===== src/rtl/hint_stream_loader.sv =====
`default_nettype none
// ============================================================================
// Module   : hint_stream_loader
// Purpose  : Upstream feeder for the hint decoder. Assembles the witness hint
//            byte stream into 72-bit hint words, most significant byte first,
//            and buffers completed words in a small FIFO. The head word is
//            presented on raw_hint with a pop handshake. An empty FIFO shows
//            an all-zero word, so the downstream valid bit reads 0.
//
// Ports    : clk            clock, rising edge
//            rst_n          synchronous active-low reset
//            in_byte/in_valid/in_ready   byte input handshake
//            flush          drop partial word and all buffered words
//            raw_hint       FIFO head word, 0 when empty
//            hint_avail     FIFO non-empty
//            hint_pop       consumer takes the head word this cycle
//            fill_count     number of buffered words, 0..DEPTH
//            byte_phase     bytes of the current partial word accepted, 0..8
//            underflow_err  sticky, set by a pop while empty
//            hints_loaded   saturating count of words pushed since reset
//
// Revision : 1.0  initial release
// ============================================================================
module hint_stream_loader #(
    parameter int DEPTH = 4,
    parameter int CNT_W = 16
) (
    input  logic                    clk,
    input  logic                    rst_n,
    input  logic [7:0]              in_byte,
    input  logic                    in_valid,
    output logic                    in_ready,
    input  logic                    flush,
    output logic [71:0]             raw_hint,
    output logic                    hint_avail,
    input  logic                    hint_pop,
    output logic [$clog2(DEPTH):0]  fill_count,
    output logic [3:0]              byte_phase,
    output logic                    underflow_err,
    output logic [CNT_W-1:0]        hints_loaded
);

    localparam int              c_PTR_W      = $clog2(DEPTH);
    localparam logic [3:0]      c_LAST_PHASE = 4'd8;
    localparam logic [c_PTR_W:0] c_FULL      = (c_PTR_W + 1)'(DEPTH);

    // ------------------------------------------------------------------
    // State
    // ------------------------------------------------------------------
    // Bytes 0..7 of the word under assembly; byte 8 never needs storing
    // because it completes the word and goes straight into the FIFO.
    logic [63:0]        r_partial;
    logic [3:0]         r_phase;
    logic [71:0]        r_mem [DEPTH];
    logic [c_PTR_W-1:0] r_wr_ptr;
    logic [c_PTR_W-1:0] r_rd_ptr;
    logic [c_PTR_W:0]   r_count;
    logic               r_underflow;
    logic [CNT_W-1:0]   r_loaded;

    // ------------------------------------------------------------------
    // Handshake decode
    // ------------------------------------------------------------------
    logic        w_accept;
    logic        w_store;
    logic        w_push;
    logic        w_pop;
    logic        w_underflow;
    logic [71:0] w_word;

    // Ready depends only on registered state: a pop in the same cycle does
    // not free a slot for the completing byte.
    assign in_ready    = (r_phase != c_LAST_PHASE) || (r_count != c_FULL);
    assign hint_avail  = (r_count != '0);

    assign w_accept    = in_valid && in_ready;
    // A byte that handshakes during a flush is discarded.
    assign w_store     = w_accept && !flush;
    assign w_push      = w_store && (r_phase == c_LAST_PHASE);
    assign w_pop       = hint_pop && hint_avail && !flush;
    assign w_underflow = hint_pop && !hint_avail && !flush;

    assign w_word      = {r_partial, in_byte};

    // ------------------------------------------------------------------
    // Partial word assembly: byte k lands in word bits [71-8k : 64-8k],
    // i.e. partial bits [63-8k : 56-8k].
    // ------------------------------------------------------------------
    always_ff @(posedge clk) begin
        if (!rst_n) begin
            r_partial <= '0;
        end else if (w_store) begin
            for (int i = 0; i < 8; i++) begin
                if (r_phase == 4'(i)) begin
                    r_partial[8*(7-i) +: 8] <= in_byte;
                end
            end
        end
    end

    always_ff @(posedge clk) begin
        if (!rst_n) begin
            r_phase <= '0;
        end else if (flush) begin
            r_phase <= '0;
        end else if (w_accept) begin
            if (r_phase == c_LAST_PHASE) begin
                r_phase <= '0;
            end else begin
                r_phase <= r_phase + 4'd1;
            end
        end
    end

    // ------------------------------------------------------------------
    // FIFO storage; contents need no reset because raw_hint is gated by
    // hint_avail and entries are always written before they are read.
    // ------------------------------------------------------------------
    always_ff @(posedge clk) begin
        if (rst_n && w_push) begin
            r_mem[r_wr_ptr] <= w_word;
        end
    end

    // Pointers wrap naturally since DEPTH is a power of two.
    always_ff @(posedge clk) begin
        if (!rst_n) begin
            r_wr_ptr <= '0;
            r_rd_ptr <= '0;
            r_count  <= '0;
        end else if (flush) begin
            r_wr_ptr <= '0;
            r_rd_ptr <= '0;
            r_count  <= '0;
        end else begin
            if (w_push) begin
                r_wr_ptr <= r_wr_ptr + 1'b1;
            end
            if (w_pop) begin
                r_rd_ptr <= r_rd_ptr + 1'b1;
            end
            case ({w_push, w_pop})
                2'b10:   r_count <= r_count + 1'b1;
                2'b01:   r_count <= r_count - 1'b1;
                default: r_count <= r_count;
            endcase
        end
    end

    // ------------------------------------------------------------------
    // Status: sticky underflow survives flush; only reset clears it.
    // ------------------------------------------------------------------
    always_ff @(posedge clk) begin
        if (!rst_n) begin
            r_underflow <= 1'b0;
        end else if (w_underflow) begin
            r_underflow <= 1'b1;
        end
    end

    always_ff @(posedge clk) begin
        if (!rst_n) begin
            r_loaded <= '0;
        end else if (w_push && !(&r_loaded)) begin
            r_loaded <= r_loaded + 1'b1;
        end
    end

    // ------------------------------------------------------------------
    // Outputs
    // ------------------------------------------------------------------
    assign raw_hint      = hint_avail ? r_mem[r_rd_ptr] : '0;
    assign fill_count    = r_count;
    assign byte_phase    = r_phase;
    assign underflow_err = r_underflow;
    assign hints_loaded  = r_loaded;

endmodule
`default_nettype wire


===== config.mk =====
export PLATFORM = sky130hd
export DESIGN_NAME = hint_stream_loader
export DESIGN_NICKNAME = d
export VERILOG_FILES = /design/src/rtl/hint_stream_loader.sv
export SDC_FILE = /design/constraint.sdc
export NUM_CORES = 1
export LEC_CHECK = 0
export ABC_AREA = 1
export CORE_MARGIN = 2
export CORE_UTILIZATION = 59
export CTS_BUF_LIST = sky130_fd_sc_hd__clkbuf_8 sky130_fd_sc_hd__clkbuf_16
export DETAILED_ROUTE_END_ITERATION = 8
export GPL_TIMING_DRIVEN = 0
export PLACE_DENSITY = 0.92
export SYNTH_ARGS = -nofsm -noshare
export SYNTH_HDL_FRONTEND = slang
export SYNTH_SLANG_ARGS = --single-unit
export TNS_END_PERCENT = 1

===== constraint.sdc =====
create_clock -name clk -period 6.1 [get_ports clk]
set_clock_uncertainty 0.15 [all_clocks]
set_input_delay 1.22 -clock clk [delete_from_list [all_inputs] [get_ports clk]]
set_output_delay 1.22 -clock clk [all_outputs]
set_load 0.05 [all_outputs]

After elaboration in Yosys (flattened, before gate mapping)
Memory sizes are Yosys's and may differ from the RTL's. A register that Yosys moved wholly into a read port is not among the register bits. Index checks and enable logic that the tools add are counted. Widths: inputs -> output; s select.

Register bits after elaboration: 92. Latch bits: 0. Bits in writable memories: 288. Bits in read-only memories: 0. Input port bits: 13. Output and inout bits: 98. Logic and storage cells: 67. Memories kept: 1.

Add/sub/neg operators: 6. Multiply operators: 0. Divide/modulo/power cells: 0. $lt $le $gt $ge: 0. Equality and inequality tests: 12. Shift-type cells: 0. Muxes and demuxes: 7. Bitwise operators: 1. Reductions and logical operators: 26.

Memories: r_mem (words 4, bits a word 72, rd ports 1, clocked after Yosys merged registers in 1, write ports 1, line 54) `logic [71:0] r_mem [DEPTH];`.

Operators with widths (count): $mux 72 (1); $add 16x1->16 const B (1); $eq 4x3->1 const B (4); $reduce_and 16->1 (1); $reduce_and 2->1 (8); $logic_and 1x1->1 (9); $eq 4x2->1 const B (2); $pmux 3 s2 (1); $add 2x1->2 const B (2); $add 4x1->4 const B (1); $eq 4x1->1 const B (1); $eq 4x4->1 const B (1); $logic_not 4->1 (1); $mux 2 (2); $mux 4 (1); $ne 4x4->1 const B (1); $add 3x1->3 const B (1); $logic_not 1->1 (3); $ne 3x3->1 const B (1); $reduce_bool 3->1 (1); $sub 3x1->3 const B (1); $eq 2x1->1 const B (1); $eq 2x2->1 const B (1); $mux 1 (2); other kinds (4) (4).

Longest topological paths before layout
Gate-level depths: netlist (run 1).

Depth in word-level cells: 8. Gate-level depth with buffers: 13. Depth with buffers taken out: 12.

Worst setup path after synthesis (run 1)
OpenSTA, ideal clock, no wires.

Kind: input port to flip-flop. From: in rst_n. To: mem r_mem[0][0] (enable). Library setup time: 0.503 ns. Arrival time: 4.819 ns. Required time: 5.447 ns. Path slack: 0.628 ns. Stages on the path: 4. Path buffers: 2. Cell sequence: clkbuf_1 > clkbuf_1 > nand2_1 > nor2_1.

Cells in the longest elaborated chain, start to end: 3.

Ends and longest elaborated chain: start, declared (line 29) `input logic rst_n,`; $logic_and 1x1->1 (line 120) `if (rst_n && w_push) begin`; $mux 1 (line 120); $mux 1 (implied by the code) (line 121) `r_mem[r_wr_ptr] <= w_word;`; end, declared (line 54).

Every way passes these cells.

==> results of run 1 <==
[worst paths after layout]
| check | startpoint | endpoint | slack (ns) |
|---|---|---|---|
| setup reg to reg | byte_phase[0] | r_mem[0][13] | 2.87 |
| setup / recovery | flop | raw_hint[50] | 1.13 |
| hold / removal | r_partial[52] | r_mem[0][60] | 0.35 |
| hold reg to reg | r_partial[52] | r_mem[0][60] | 0.35 |
[cells in the final DEF, fill, tap and decap left out, types with 5 or more instances in the layout]
master	netlist	final
clkdlybuf4s50_1	0	109
nor2_4	2	6
clkinv_2	0	7
edfxtp_1	288	288
buf_12	1	7
buf_2	22	22
nor2_1	459	455
inv_1	97	106
nand4_1	5	5
ha_1	10	10
nand3_4	7	7
a21oi_1	87	87
nand3_1	9	9
clkbuf_16	0	39
nand2_1	198	198
dfxtp_1	94	94
a21oi_2	7	7
buf_1	14	14
clkbuf_1	36	36
buf_6	9	9
o21ai_0	156	156
[per-layer routing]
| layer | vias to the layer above | track usage | part of all wire |
|---|---|---|---|
| met1 | 5633 | 0.3760 | 0.34 |
| met5 | - | 0 | 0 |
| met4 | 0 | 0.1615 | 0.055 |
| met2 | 1068 | 0.5034 | 0.48 |
| met3 | 196 | 0.05656 | 0.12 |
| li1 | 5366 | - | - |
[layout make-up]
cell class | instances | area, µm² | area share
Sequential cell | 382 | 10530 | 0.5650
Multi-Input combinational cell | 963 | 4320 | 0.2318
Timing Repair Buffer | 118 | 1294 | 0.06942
Clock buffer | 43 | 1031 | 0.05532
Buffer | 82 | 419.2 | 0.02249
Tap cell | 335 | 419.2 | 0.02249
Inverter | 102 | 385.4 | 0.02068
Clock inverter | 26 | 237.7 | 0.01276
[metrics by stage]
| stage | total power [mW] | instance area [µm²] | TNS [ns] | util |
|---|---|---|---|---|
| 2_1_floorplan | 2.883 | 15630 | 0 | - |
| 3_3_place_gp | 2.915 | 17140 | -569.39 | 0.6576 |
| 3_5_place_dp | 2.920 | 17370 | 0 | 0.6665 |
| 4_1_cts | 5.235 | 18640 | 0 | 0.7152 |
| 5_1_grt | 5.347 | 18640 | 0 | 0.7152 |
| 6_report | 5.253 | 18640 | 0 | 0.7152 |
[critical path, stage by stage, from the launching register on]
cell,delay (ns)
dfxtp_1,0.29
buf_2,0.25
inv_2,0.25
buf_2,0.33
clkbuf_1,0.47
o21ai_0,0.22
a21oi_1,0.37
clkdlybuf4s50_1,0.88
[registers in the layout (all words and copies together) (netlist names), named ones only]
name,cells
byte_phase,4
fill_count,3
hints_loaded,16
r_mem,288
r_partial,64
r_rd_ptr,2
r_wr_ptr,2
underflow_err,1
[cell families after synthesis]
logic type               Yosys count  synth area share
AO/OA/AOI/OAI                    253           0.08304
XOR/XNOR                           8          0.004484
adder cells (fa/ha/maj)           11          0.009289
buffers and inverters            184           0.05149
flip-flops                       382            0.6739
AND/OR/NAND/NOR                  691            0.1778
[power breakdown]
| group | switching, mW | internal (mW) |
|---|---|---|
| Combinational | 0.0618 | 0.0230 |
| Sequential | 0.00953 | 2.77 |
| Clock | 0.996 | 1.39 |
| Total | 1.07 | 4.19 |
==> flow_summary.json, run 1 <==
{
  "synth_top_area_share": 0.5535,
  "finalNetCount": 1711,
  "final_antenna_net_count": 0,
  "layout_setup_ws_ns": 1.129,
  "antenna_found_initial": 0,
  "cts_root_buffer": "clkbuf_16",
  "dr.pass1.iters": 6,
  "setup_viol": 0,
  "ir_worst_vdd_v": 0.0001981,
  "ctsResizeCount": 0,
  "cts_setup_buffers": 0,
  "cp.arrival_ns": 3.60,
  "cts_buffers": 38,
  "fin_cells": 2051,
  "syn2layout_area_growth_pct": 19.27,
  "powerDensity_mw_per_mm2": 281.9,
  "fin_crit_ns": 4.971,
  "fin_worst_hold_slack_ns": 0.3466,
  "fmax_mhz": 201.2,
  "cts.sinks": 382,
  "start_util": 0.5996,
  "diodes": 0,
  "ff2ff_path_depth": 9,
  "coreArea_mm2": 0.02606,
  "start_kind": "flop",
  "cts_hold_buf": 0,
  "ys_warn_count": 0,
  "die_x_um": 166.7,
  "drtIter0Drc": 1991,
  "fp.dieArea_mm2": 0.02780,
  "wl_um": 42580,
  "pre_cts_ws_ns": 1.844,
  "maxSlewViolCount": 0,
  "grt_pass1_wl_um": 65470,
  "synth_area_leaders": "edfxtp_1 55%, dfxtp_1 12%, nor2_1 11%, o21ai_0 5.0%, nand2_1 4.8%",
  "path_max_fanout": 10,
  "drive_above_1_share": 0.07867,
  "clock_latency_ns": 0.54,
  "nFillCells": 1518,
  "synthesis.area_mm2": 0.01562,
  "synth_nets": 1553,
  "clkTransAtPathRegs_ns": 0.07,
  "slew_headroom": 0.3322,
  "die_height_um": 166.7,
  "ys_ff_latch": 382,
  "cts_tree": "yes",
  "vias": 12260,
  "worstHoldPathCells": 0,
  "crit_type": "flop to primary output",
  "synth_cell_type_count": 31,
  "grt_max_degree": 31,
  "clock_path_buffers": 3,
  "io_pins": 111,
  "grt_pass1_vias": 12200,
  "cp-end-kind": "primary output",
  "rsz0062_at_grt": "no",
  "synth_common_cells": "459 x nor2_1, 288 x edfxtp_1, 198 x nand2_1",
  "leakagePower_nw": 7.001,
  "rows": 59,
  "synth.most_common_cell": "nor2_1",
  "fin_crit_sh": 0.8149,
  "max_slew.worst_pin.slew_ns": 0.9994,
  "yosysSeqAreaShare": 0.6739,
  "synthCells": 1529,
  "port_buffers": 109,
  "placedCellCount": 1982,
  "syn-mean-instance-area_um2": 10.22,
  "synth-main-ff-cell": "edfxtp_1",
  "gr-total-overflow": 0,
  "dp_hpwl_um": 24040,
  "hp-class": "flop to flop",
  "async_flop_share": 0,
  "vias_per_cell": 5.979,
  "cp.required_ns": 4.73,
  "cap_violations": 0,
  "grt.total_usage": 0.3015,
  "status": "completed",
  "wl_per_cell_um": 20.76,
  "htree_levels": 2,
  "hold_viol_final": 0,
  "synth_top_area_cell": "edfxtp_1",
  "synth_edf_count": 288,
  "post-route-drc-count": 0,
  "place_congestion": 0.8171
}
No activity file was read; power rests on OpenSTA's default activity.
==> run 2, diff against run 1 <==
==> constraint.sdc (replaced) <==
create_clock -name clk -period 5.02 [get_ports clk]
set_clock_uncertainty 0.15 [all_clocks]
set_input_delay 1.004 -clock clk [delete_from_list [all_inputs] [get_ports clk]]
set_output_delay 1.004 -clock clk [all_outputs]
set_load 0.05 [all_outputs]
==> results of run 2 <==
Same layout as run 1 (identical final DEF). Status: completed.
Main changes from that run: setup slack after placement 1.844 ns -> 0.9802 ns; setup slack after layout 1.129 ns -> 0.2652 ns; register-to-register setup slack 2.87 ns -> 1.79 ns; total power 5.253 mW -> 6.384 mW; worst IR drop on VDD 0.0001981 V -> 0.0002408 V
==> run 3, diff against run 2 <==
--- a/config.mk
+++ b/config.mk
@@ -6,6 +6,7 @@
 export NUM_CORES = 1
 export LEC_CHECK = 0
 export ABC_AREA = 1
+export CORE_ASPECT_RATIO = 1.1
 export CORE_MARGIN = 2
 export CORE_UTILIZATION = 59
 export CTS_BUF_LIST = sky130_fd_sc_hd__clkbuf_8 sky130_fd_sc_hd__clkbuf_16
==> constraint.sdc (replaced) <==
create_clock -name clk -period 4.5 [get_ports clk]
set_clock_uncertainty 0.15 [all_clocks]
set_input_delay 0.9 -clock clk [delete_from_list [all_inputs] [get_ports clk]]
set_output_delay 0.9 -clock clk [all_outputs]
set_load 0.05 [all_outputs]
==> run 3 against run 2 <==
The flow now finishes with violations (negative setup slack). Sequential share of layout area barely moved. Clock-buffer cell count fell by 1. Final cell count rose by 0.88%. Highest routed layer unchanged. Non-clock buffer count rose by 2. Via count fell by 0.64%. Worst setup slack got worse by 0.34 ns. Combinational power rose by 12%.
==> flow_summary.json, run 3 (same netlist as run 1, synthesis figures left out) <==
{
  "status": "finished with violations",
  "swShare": 0.2068,
  "start_util": 0.5995,
  "place_area_mm2": 0.01744,
  "final_antenna_net_count": 0,
  "cpMostUsedCell": "buf_2",
  "port_buffers": 109,
  "placedCellCount": 2001,
  "fin_setup_tns_ns": -0.07539,
  "grt_max_degree": 32,
  "rows": 62,
  "critPathMaxStageDelay_ns": 0.86,
  "cts_root_buffer": "clkbuf_16",
  "crit_buf_inv": 5,
  "powerDensity_mw_per_mm2": 370.8,
  "switchingPower_mw": 1.429,
  "die_height_um": 174.7,
  "fp.dieArea_mm2": 0.02780,
  "fmax_mhz": 218.8,
  "clock_path_buffers": 3,
  "diodes": 0,
  "hp-class": "flop to flop",
  "io_pins": 111,
  "die_x_um": 159.2,
  "syn2layout_area_growth_pct": 19.29,
  "cts_hold_buf": 0,
  "cp-end-kind": "primary output",
  "place_congestion": 0.8700,
  "final_common_cell": "nor2_1",
  "p_int_mw": 5.482,
  "crit_path_cell_trace": "buf_2, inv_2, buf_2, clkbuf_1, o21ai_0, a21oi_1, clkdlybuf4s50_1",
  "layout_setup_ws_ns": -0.07141,
  "cts_buffers": 37,
  "path_max_fanout": 10,
  "p_total_mw": 6.911,
  "vias_per_cell": 5.889,
  "cp.arrival_ns": 3.52,
  "cpMaxStageDelayCell": "clkdlybuf4s50_1",
  "failed_checks": "negative setup slack",
  "dp_hpwl_um": 24690,
  "pwr-share-seq": 0.546,
  "htree_levels": 2,
  "hold_viol_final": 0,
  "vias": 12180,
  "dr.pass1.iters": 6,
  "cts_tree": "yes",
  "cts.sinks": 382,
  "wl_per_cell_um": 20.27,
  "wl_um": 41940,
  "rsz0062_at_grt": "yes",
  "slew_headroom": 0.5267,
  "nFillCells": 1609,
  "grt_pass1_vias": 12100,
  "cp.required_ns": 3.45,
  "clkTransAtPathRegs_ns": 0.06,
  "max_slew.worst_pin.slew_ns": 0.7099,
  "post-route-drc-count": 0,
  "grt.total_usage": 0.2958,
  "drive_above_1_share": 0.07921,
  "grt_pass1_wl_um": 63950,
  "gr-total-overflow": 0,
  "start_kind": "flop",
  "crit_family": "buffers and inverters",
  "fin_crit_ns": 4.571,
  "cts_setup_buffers": 0,
  "crit_type": "flop to primary output",
  "regMostFlops": "r_mem",
  "clock_latency_ns": 0.53,
  "finalNetCount": 1712,
  "leakagePower_nw": 7.183,
  "pwr-share-clk": 0.437,
  "p_comb_frac": 0.017,
  "ir_worst_vdd_v": 0.0002137,
  "coreArea_mm2": 0.02607,
  "antenna_found_initial": 1,
  "drtIter0Drc": 1635,
  "cap_violations": 0,
  "setup_viol": 2,
  "fin_cells": 2069,
  "maxSlewViolCount": 0,
  "design_area_mm2": 0.01864,
  "final_cell_mix": "455 x nor2_1, 288 x edfxtp_1, 198 x nand2_1, 156 x o21ai_0, 108 x inv_1",
  "fin_crit_sh": 1.016,
  "largest_register_ffs": 288
}
run 3: changes by cell type in the layout (fill, tap and decap cells not counted), moves of 2 or more:
cell / previous run / this run
inv_1: 106 / 108
bufinv_16: 4 / 1
inv_6: 1 / 3
dlymetal6s2s_1: 0 / 10
clkdlybuf4s50_1: 109 / 97
dlygate4sd2_1: 0 / 2
run 3: what timing repair did:
action                                  in CTS  in global routing
pin swaps                                    0                  0
endpoints found under the setup margin       2                 23
gates resized for setup                      2                 12
run 3: layout make-up:
type / instances / area, µm² / share of cell area
inverters: 102 / 385.4 / 0.02068
repair buffers: 120 / 1364 / 0.07317
clock inverters: 26 / 161.4 / 0.008659
flip-flops and latches: 382 / 10530 / 0.5649
plain buffers: 82 / 420.4 / 0.02255
multi-input cells: 963 / 4320 / 0.2318
well taps: 352 / 440.4 / 0.02363
clock buffers: 42 / 1017 / 0.05458
run 3: worst paths after layout:
kind,startpoint,endpoint,slack (ns),depth (start not counted)
worst min-delay path,underflow_err,underflow_err,0.33,2
worst max-delay path,flop,raw_hint[51],-0.07,7
worst max register to register,byte_phase[0],r_mem[2][26],1.33,10
worst min register to register,underflow_err,underflow_err,0.33,2
run 3: tightest hold or removal path: stages (launching register included):
cell and delay [ns]:
dfxtp_1 0.33, a31oi_1 0.04, nor2_1 0.07
run 3: routing by layer:
layer,global-route usage,wire [µm]
met1,0.3562,14520
met2,0.5034,20730
met3,0.05673,4384
met4,0.1678,2296
met5,0,0
run 3: power groups by stage:
| stage | clock network [mW] | registers, mW | logic [mW] |
|---|---|---|---|
| floorplan | 0 | 3.85 | 0.0564 |
| global placement | 0 | 3.85 | 0.102 |
| detailed placement | 0 | 3.85 | 0.107 |
| CTS | 3.01 | 3.77 | 0.112 |
| global route | 3.15 | 3.77 | 0.121 |
| finish | 3.02 | 3.77 | 0.115 |
run 3: per-stage QoR:
step	utilization	hold WS (ns)	worst slack [ns]
detailed placement	0.6690	0.3058	0.5590
global route	0.7151	0.3656	-0.08638
finish	0.7151	0.3278	-0.07141
global placement	0.6582	0.3019	-3.309
floorplan	-	0.2857	-0.6917
CTS	0.7141	0.3313	0.002011
